File: src/rtl/sha256_w_sched_ctrl.sv
// sha256_w_sched_ctrl
//   Message-schedule sequencer for SHA-256. It accepts one 512-bit block over a
//   valid/ready handshake and keeps a 16-word sliding window. It streams
//   W[0..ROUNDS-1] to the compression core, one word per handshake. Each accepted
//   word shifts the window and appends the next expanded word.
//
// Ports
//   clk_i          clock; all state changes on the rising edge
//   rst_i          synchronous, active-high reset
//   start_valid_i  block_in_i is valid
//   start_ready_o  controller idle and able to accept a block
//   block_in_i     message block, W0 = [511:480] ... W15 = [31:0]
//   abort_i        synchronous cancel of the block in flight
//   w_valid_o      w_out_o / w_idx_o / w_last_o are valid
//   w_ready_i      consumer accepts the current word
//   w_out_o        schedule word W[w_idx_o]
//   w_idx_o        round index of w_out_o
//   w_last_o       marks w_idx_o == ROUNDS-1
//   busy_o         a block is in flight
//   done_o         one-cycle pulse after the last word handshake
module sha256_w_sched_ctrl #(
    parameter int ROUNDS = 64,   // legal 16..64
    parameter int IDX_W  = 6     // 2**IDX_W >= ROUNDS
) (
    input  logic             clk_i,
    input  logic             rst_i,
    input  logic             start_valid_i,
    output logic             start_ready_o,
    input  logic [511:0]     block_in_i,
    input  logic             abort_i,
    output logic             w_valid_o,
    input  logic             w_ready_i,
    output logic [31:0]      w_out_o,
    output logic [IDX_W-1:0] w_idx_o,
    output logic             w_last_o,
    output logic             busy_o,
    output logic             done_o
);

    localparam logic [1:0]       ST_IDLE = 2'b00;
    localparam logic [1:0]       ST_RUN  = 2'b01;
    localparam logic [IDX_W-1:0] T_LAST  = IDX_W'(ROUNDS - 1);

    function automatic logic [31:0] sig0(input logic [31:0] x);
        return {x[6:0], x[31:7]} ^ {x[17:0], x[31:18]} ^ {3'b000, x[31:3]};
    endfunction

    function automatic logic [31:0] sig1(input logic [31:0] x);
        return {x[16:0], x[31:17]} ^ {x[18:0], x[31:19]} ^ {10'd0, x[31:10]};
    endfunction

    logic [1:0]             state_q, state_d;
    logic [15:0][31:0]      win_q, win_d;
    logic [IDX_W-1:0]       t_q, t_d;
    logic                   rdy_q;
    logic                   last_q;
    logic                   done_q, done_d;
    logic [31:0]            nw;

    // win_q[0] is always the word currently presented. The expansion reads the
    // same taps as W[t+16] = s1(W[t+14]) + W[t+9] + s0(W[t+1]) + W[t].
    assign nw = sig1(win_q[14]) + win_q[9] + sig0(win_q[1]) + win_q[0];

    always_comb begin
        state_d = state_q;
        win_d   = win_q;
        t_d     = t_q;
        done_d  = 1'b0;
        case (state_q)
            ST_IDLE: begin
                // abort_i is ignored here; a start handshake always wins.
                if (start_valid_i && rdy_q) begin
                    for (int i = 0; i < 16; i++) begin
                        win_d[i] = block_in_i[511-32*i -: 32];
                    end
                    t_d     = '0;
                    state_d = ST_RUN;
                end
            end
            ST_RUN: begin
                // abort beats a same-cycle handshake and leaves the window alone.
                if (abort_i) begin
                    state_d = ST_IDLE;
                end else if (w_ready_i) begin
                    if (t_q == T_LAST) begin
                        state_d = ST_IDLE;
                        done_d  = 1'b1;
                    end else begin
                        for (int i = 0; i < 15; i++) begin
                            win_d[i] = win_q[i+1];
                        end
                        win_d[15] = nw;
                        t_d       = t_q + IDX_W'(1);
                    end
                end
            end
            default: state_d = ST_IDLE;
        endcase
    end

    always_ff @(posedge clk_i) begin
        if (rst_i) begin
            state_q <= ST_IDLE;
            win_q   <= '0;
            t_q     <= '0;
            rdy_q   <= 1'b0;
            last_q  <= 1'b0;
            done_q  <= 1'b0;
        end else begin
            state_q <= state_d;
            win_q   <= win_d;
            t_q     <= t_d;
            // Registered so start_ready stays low through reset and never
            // depends on a same-cycle input.
            rdy_q   <= (state_d == ST_IDLE);
            last_q  <= (state_d == ST_RUN) && (t_d == T_LAST);
            done_q  <= done_d;
        end
    end

    assign start_ready_o = rdy_q;
    assign w_valid_o     = (state_q == ST_RUN);
    assign w_out_o       = win_q[0];
    assign w_idx_o       = t_q;
    assign w_last_o      = last_q;
    assign busy_o        = (state_q != ST_IDLE);
    assign done_o        = done_q;

endmodule

File: config.mk
export PLATFORM = sky130hd
export DESIGN_NAME = sha256_w_sched_ctrl
export DESIGN_NICKNAME = d
export VERILOG_FILES = /design/src/rtl/sha256_w_sched_ctrl.sv
export SDC_FILE = /design/constraint.sdc
export NUM_CORES = 2
export LEC_CHECK = 0
export CORE_UTILIZATION = 35
export DETAILED_ROUTE_END_ITERATION = 10
export GPL_ROUTABILITY_DRIVEN = 0
export PLACE_DENSITY = 0.63
export SETUP_SLACK_MARGIN = 0.5
export SKIP_LAST_GASP = 1
export SYNTH_ARGS = -nofsm -noshare
export SYNTH_HDL_FRONTEND = slang
export SYNTH_SLANG_ARGS = --single-unit
File: constraint.sdc
create_clock -name clk_i -period 6.04 [get_ports clk_i]
set_input_delay 0.906 -clock clk_i [delete_from_list [all_inputs] [get_ports clk_i]]
set_output_delay 0.906 -clock clk_i [all_outputs]
set_load 0.03 [all_outputs]
==> flow_summary.toml <==
[min_path]
hold_class = "reg2reg"
min_from = "win_q[484]"
min_path_cells = 2
min_to = "win_q[452]"

[detailed_routing]
vias_per_cell = 5.36
ant_nets = 0
drc_errors = 0
totalWireLength_um = 112000
wire_per_inst_um = 22.9
vias = 26200
detail_route.first_pass.iterations = 5
drt_iter0_drc = 2914

[status]
outcome = "finished clean"

[sta]
fin_tns_setup_ns = 0
fin_crit_ns = 4.27
clock_skew_ns = 0.0398
slew_violations = 0
grt_setup_unrepaired = "no"
finalHoldViolCount = 0
slew_headroom_pct = 18.7
setup_violations = 0
fin_crit_sh_pct = 70.7
max_freq_mhz = 234
worstMarginPinSlew_ns = 1.22
setup_ws_ns = 1.77

[pwr]
p_seq_share_pct = 37.9
p_sw_w = 0.00309
power.internal_w = 0.00709
peakVddDrop_uv = 223
pwr-share-comb_pct = 22.3
powerDensity_nw_per_um2 = 291
pwr-share-clk_pct = 39.7
cellLeakagePower_nw = 12.8
p_sw_share_pct = 30.4

[place]
place_ws_ns = 1.87
dp_hpwl_um = 83500
numPortBuffers = 559

[layout]
synthToLayoutAreaGrowth_pct = 29.6
drive_gt1_share_pct = 4.37
fin_util_pct = 45.9
num-nets-final = 4409

[clock_tree]
numCtsBuffers = 59
insertion_delay_ns = 0.64
clockBufferDepth = 3
path_clk_slew_ns = 0.06
clock-root-buffer = "clkbuf_16"
cts-htree-levels = 2
cts.hold.buffers_added = 0
tritoncts = "built"
cts-resized-gates = 0
clock-sinks = 523
postCtsSetupBuffers = 0

[synth]
post-synth-top-count-cell = "nand2_1"
synth_top_area_share_pct = 38.8
synthArstFlopShare_pct = 0
syn_area_sq_um = 27000
syn_area_per_cell_sq_um = 7.66
ys_types = 57
synth.area.top_cells = "dfxtp_1, a311oi_1, nand2_1"
syn_inst = 3518
synth_fp_nets = 4129
synthFlopType = "dfxtp_1"
yosysWarnings = 0
yosysTopAreaCell = "dfxtp_1"
synth_common_cells = "nand2_1, nor2_1, dfxtp_1, a311oi_1, clkbuf_1"
seq_area_frac_synth_pct = 38.8
ys_ff_latch = 523
synth-edff-count = 0

[run]
maxCapViolCount = 0

[setup_path]
crit_top_cell = "fa_1"
cp_slowest_stage_delay_ns = 0.53
path_buf_inv = 2
setup.worst_path.start_class = "register"
timing.rr.end = "win_q[497]"
critPathTopFamily = "adder cells"
cp_max_fo = 5
crit_path_cell_trace = "xor2_1 -> xnor2_1 -> fa_1 -> fa_1 -> inv_1 -> ha_1 -> inv_1 -> fa_1 -> nor2b_4 -> o211ai_1 -> a21bo_1 -> a21oi_2 -> a21oi_2 -> xor2_1 -> a2111oi_2"
regToRegSetupSlack_ns = 1.77
worst_path_max_delay_cell = "dfxtp_1"
reg2reg_depth = 15
cp-end-kind = "register"
cp.arrival_ns = 4.78
crit_required_ns = 6.54
critical_path_class = "reg2reg"
r2r_start = "win_q[468]"
cp.depth = 15

[global_routing]
grt_max_degree = 199
grt_usage_pct = 27.5
grt_pass1_wl_um = 160000
grt_pass1_vias = 24300
antenna_found_initial = 15
grt.overflow.total = 0

[floorplan]
fp.dieW_um = 280
die-area_sq_um = 78200
ios = 560
core.rowCount = 101
die_y_um = 280
start_util_pct = 35.4
coreArea_sq_um = 76100
[cells by family (layout without fill, tap and decap cells)]
group	count (synthesis)	after routing	synth area share (%)
AO/OA/AOI/OAI	647	647	19.7
multiplexers	1	1	0.0371
flip-flops	523	523	38.8
adder cells (fa/ha/maj)	94	94	6.09
other	1	11	0.0139
XOR/XNOR	145	145	4.71
buffers and inverters	501	831	7.77
AND/OR/NAND/NOR	1606	1606	22.9
[worst max path at each step]
stage | to | from
floorplan | win_q[497] | win_q[466]
global placement | win_q[497] | win_q[468]
detailed placement | win_q[497] | win_q[468]
CTS | win_q[511] | win_q[468]
global route | win_q[511] | win_q[468]
finish | win_q[497] | win_q[468]
[cell usage in the layout (no fill, tap or decap), drive strengths merged, types with 7 or more instances in the layout]
cell and instances:
inv 128, nor3 10, diode 10, clkdlybuf4s50 558, nand4 9, buf 35, nor2b 7, ha 32
a21oi 61, clkbuf 74, fa 62, o21ai 44, xnor2 88, bufinv 12, xor2 57, clkinv 21
nand2 1014, and3 7, a311oi 487, nor2 531, a211oi 15, nand3 13, dfxtp 523
[flip-flops by register name, indices dropped and copies added, names as in the netlist]
register,flops
done_o,1
start_ready_o,1
state_q,2
w_idx_o,6
w_last_o,1
w_out_o,32
win_q,480
[power groups by stage]
stage / logic [W] / clock network [W] / registers (W)
floorplan: 0.00144 / 0 / 0.00381
global placement: 0.00222 / 0 / 0.00392
detailed placement: 0.00222 / 0 / 0.00393
CTS: 0.00224 / 0.00410 / 0.00386
global route: 0.00246 / 0.00424 / 0.00388
finish: 0.00227 / 0.00405 / 0.00386
[per-layer routing]
| layer | share of wire, % | GRT usage [%] | vias to the layer above |
|---|---|---|---|
| li1 | - | - | 12500 |
| met1 | 43 | 37.2 | 12300 |
| met2 | 45 | 43.4 | 1115 |
| met3 | 8.0 | 5.11 | 184 |
| met4 | 3.6 | 10.1 | 14 |
| met5 | 0.075 | 0 | - |
[final cells by class]
cell class	instances	area, sq um
Fill cell	7668	41100
Multi-Input combinational cell	2494	14400
Sequential cell	523	10500
Timing Repair Buffer	593	6070
Clock buffer	74	1650
Tap cell	1030	1290
Clock inverter	37	537
Inverter	127	484
Antenna cell	10	25.0
[through the flow]
| step | area (sq um) | hold WS, ns | total power (W) | cells |
|---|---|---|---|---|
| final | 34900 | 0.461 | 0.0102 | 4888 |
| after global routing | 34900 | 0.473 | 0.0106 | 4885 |
| after CTS | 34900 | 0.449 | 0.0102 | 4878 |
| after detailed placement | 32700 | 0.467 | 0.00615 | 4767 |
| after global placement | 32700 | 0.461 | 0.00614 | 4767 |
| after floorplan | 27000 | 0.447 | 0.00525 | 3518 |
[worst register-to-register path, cell delays in order, from the launching register on]
cell,delay (ns)
dfxtp_1,0.53
xor2_1,0.22
xnor2_1,0.18
fa_1,0.48
fa_1,0.44
inv_1,0.06
ha_1,0.21
inv_1,0.09
fa_1,0.49
nor2b_4,0.15
o211ai_1,0.19
a21bo_1,0.24
a21oi_2,0.28
a21oi_2,0.10
xor2_1,0.17
a2111oi_2,0.36
Power figures use the tool's default switching activity.
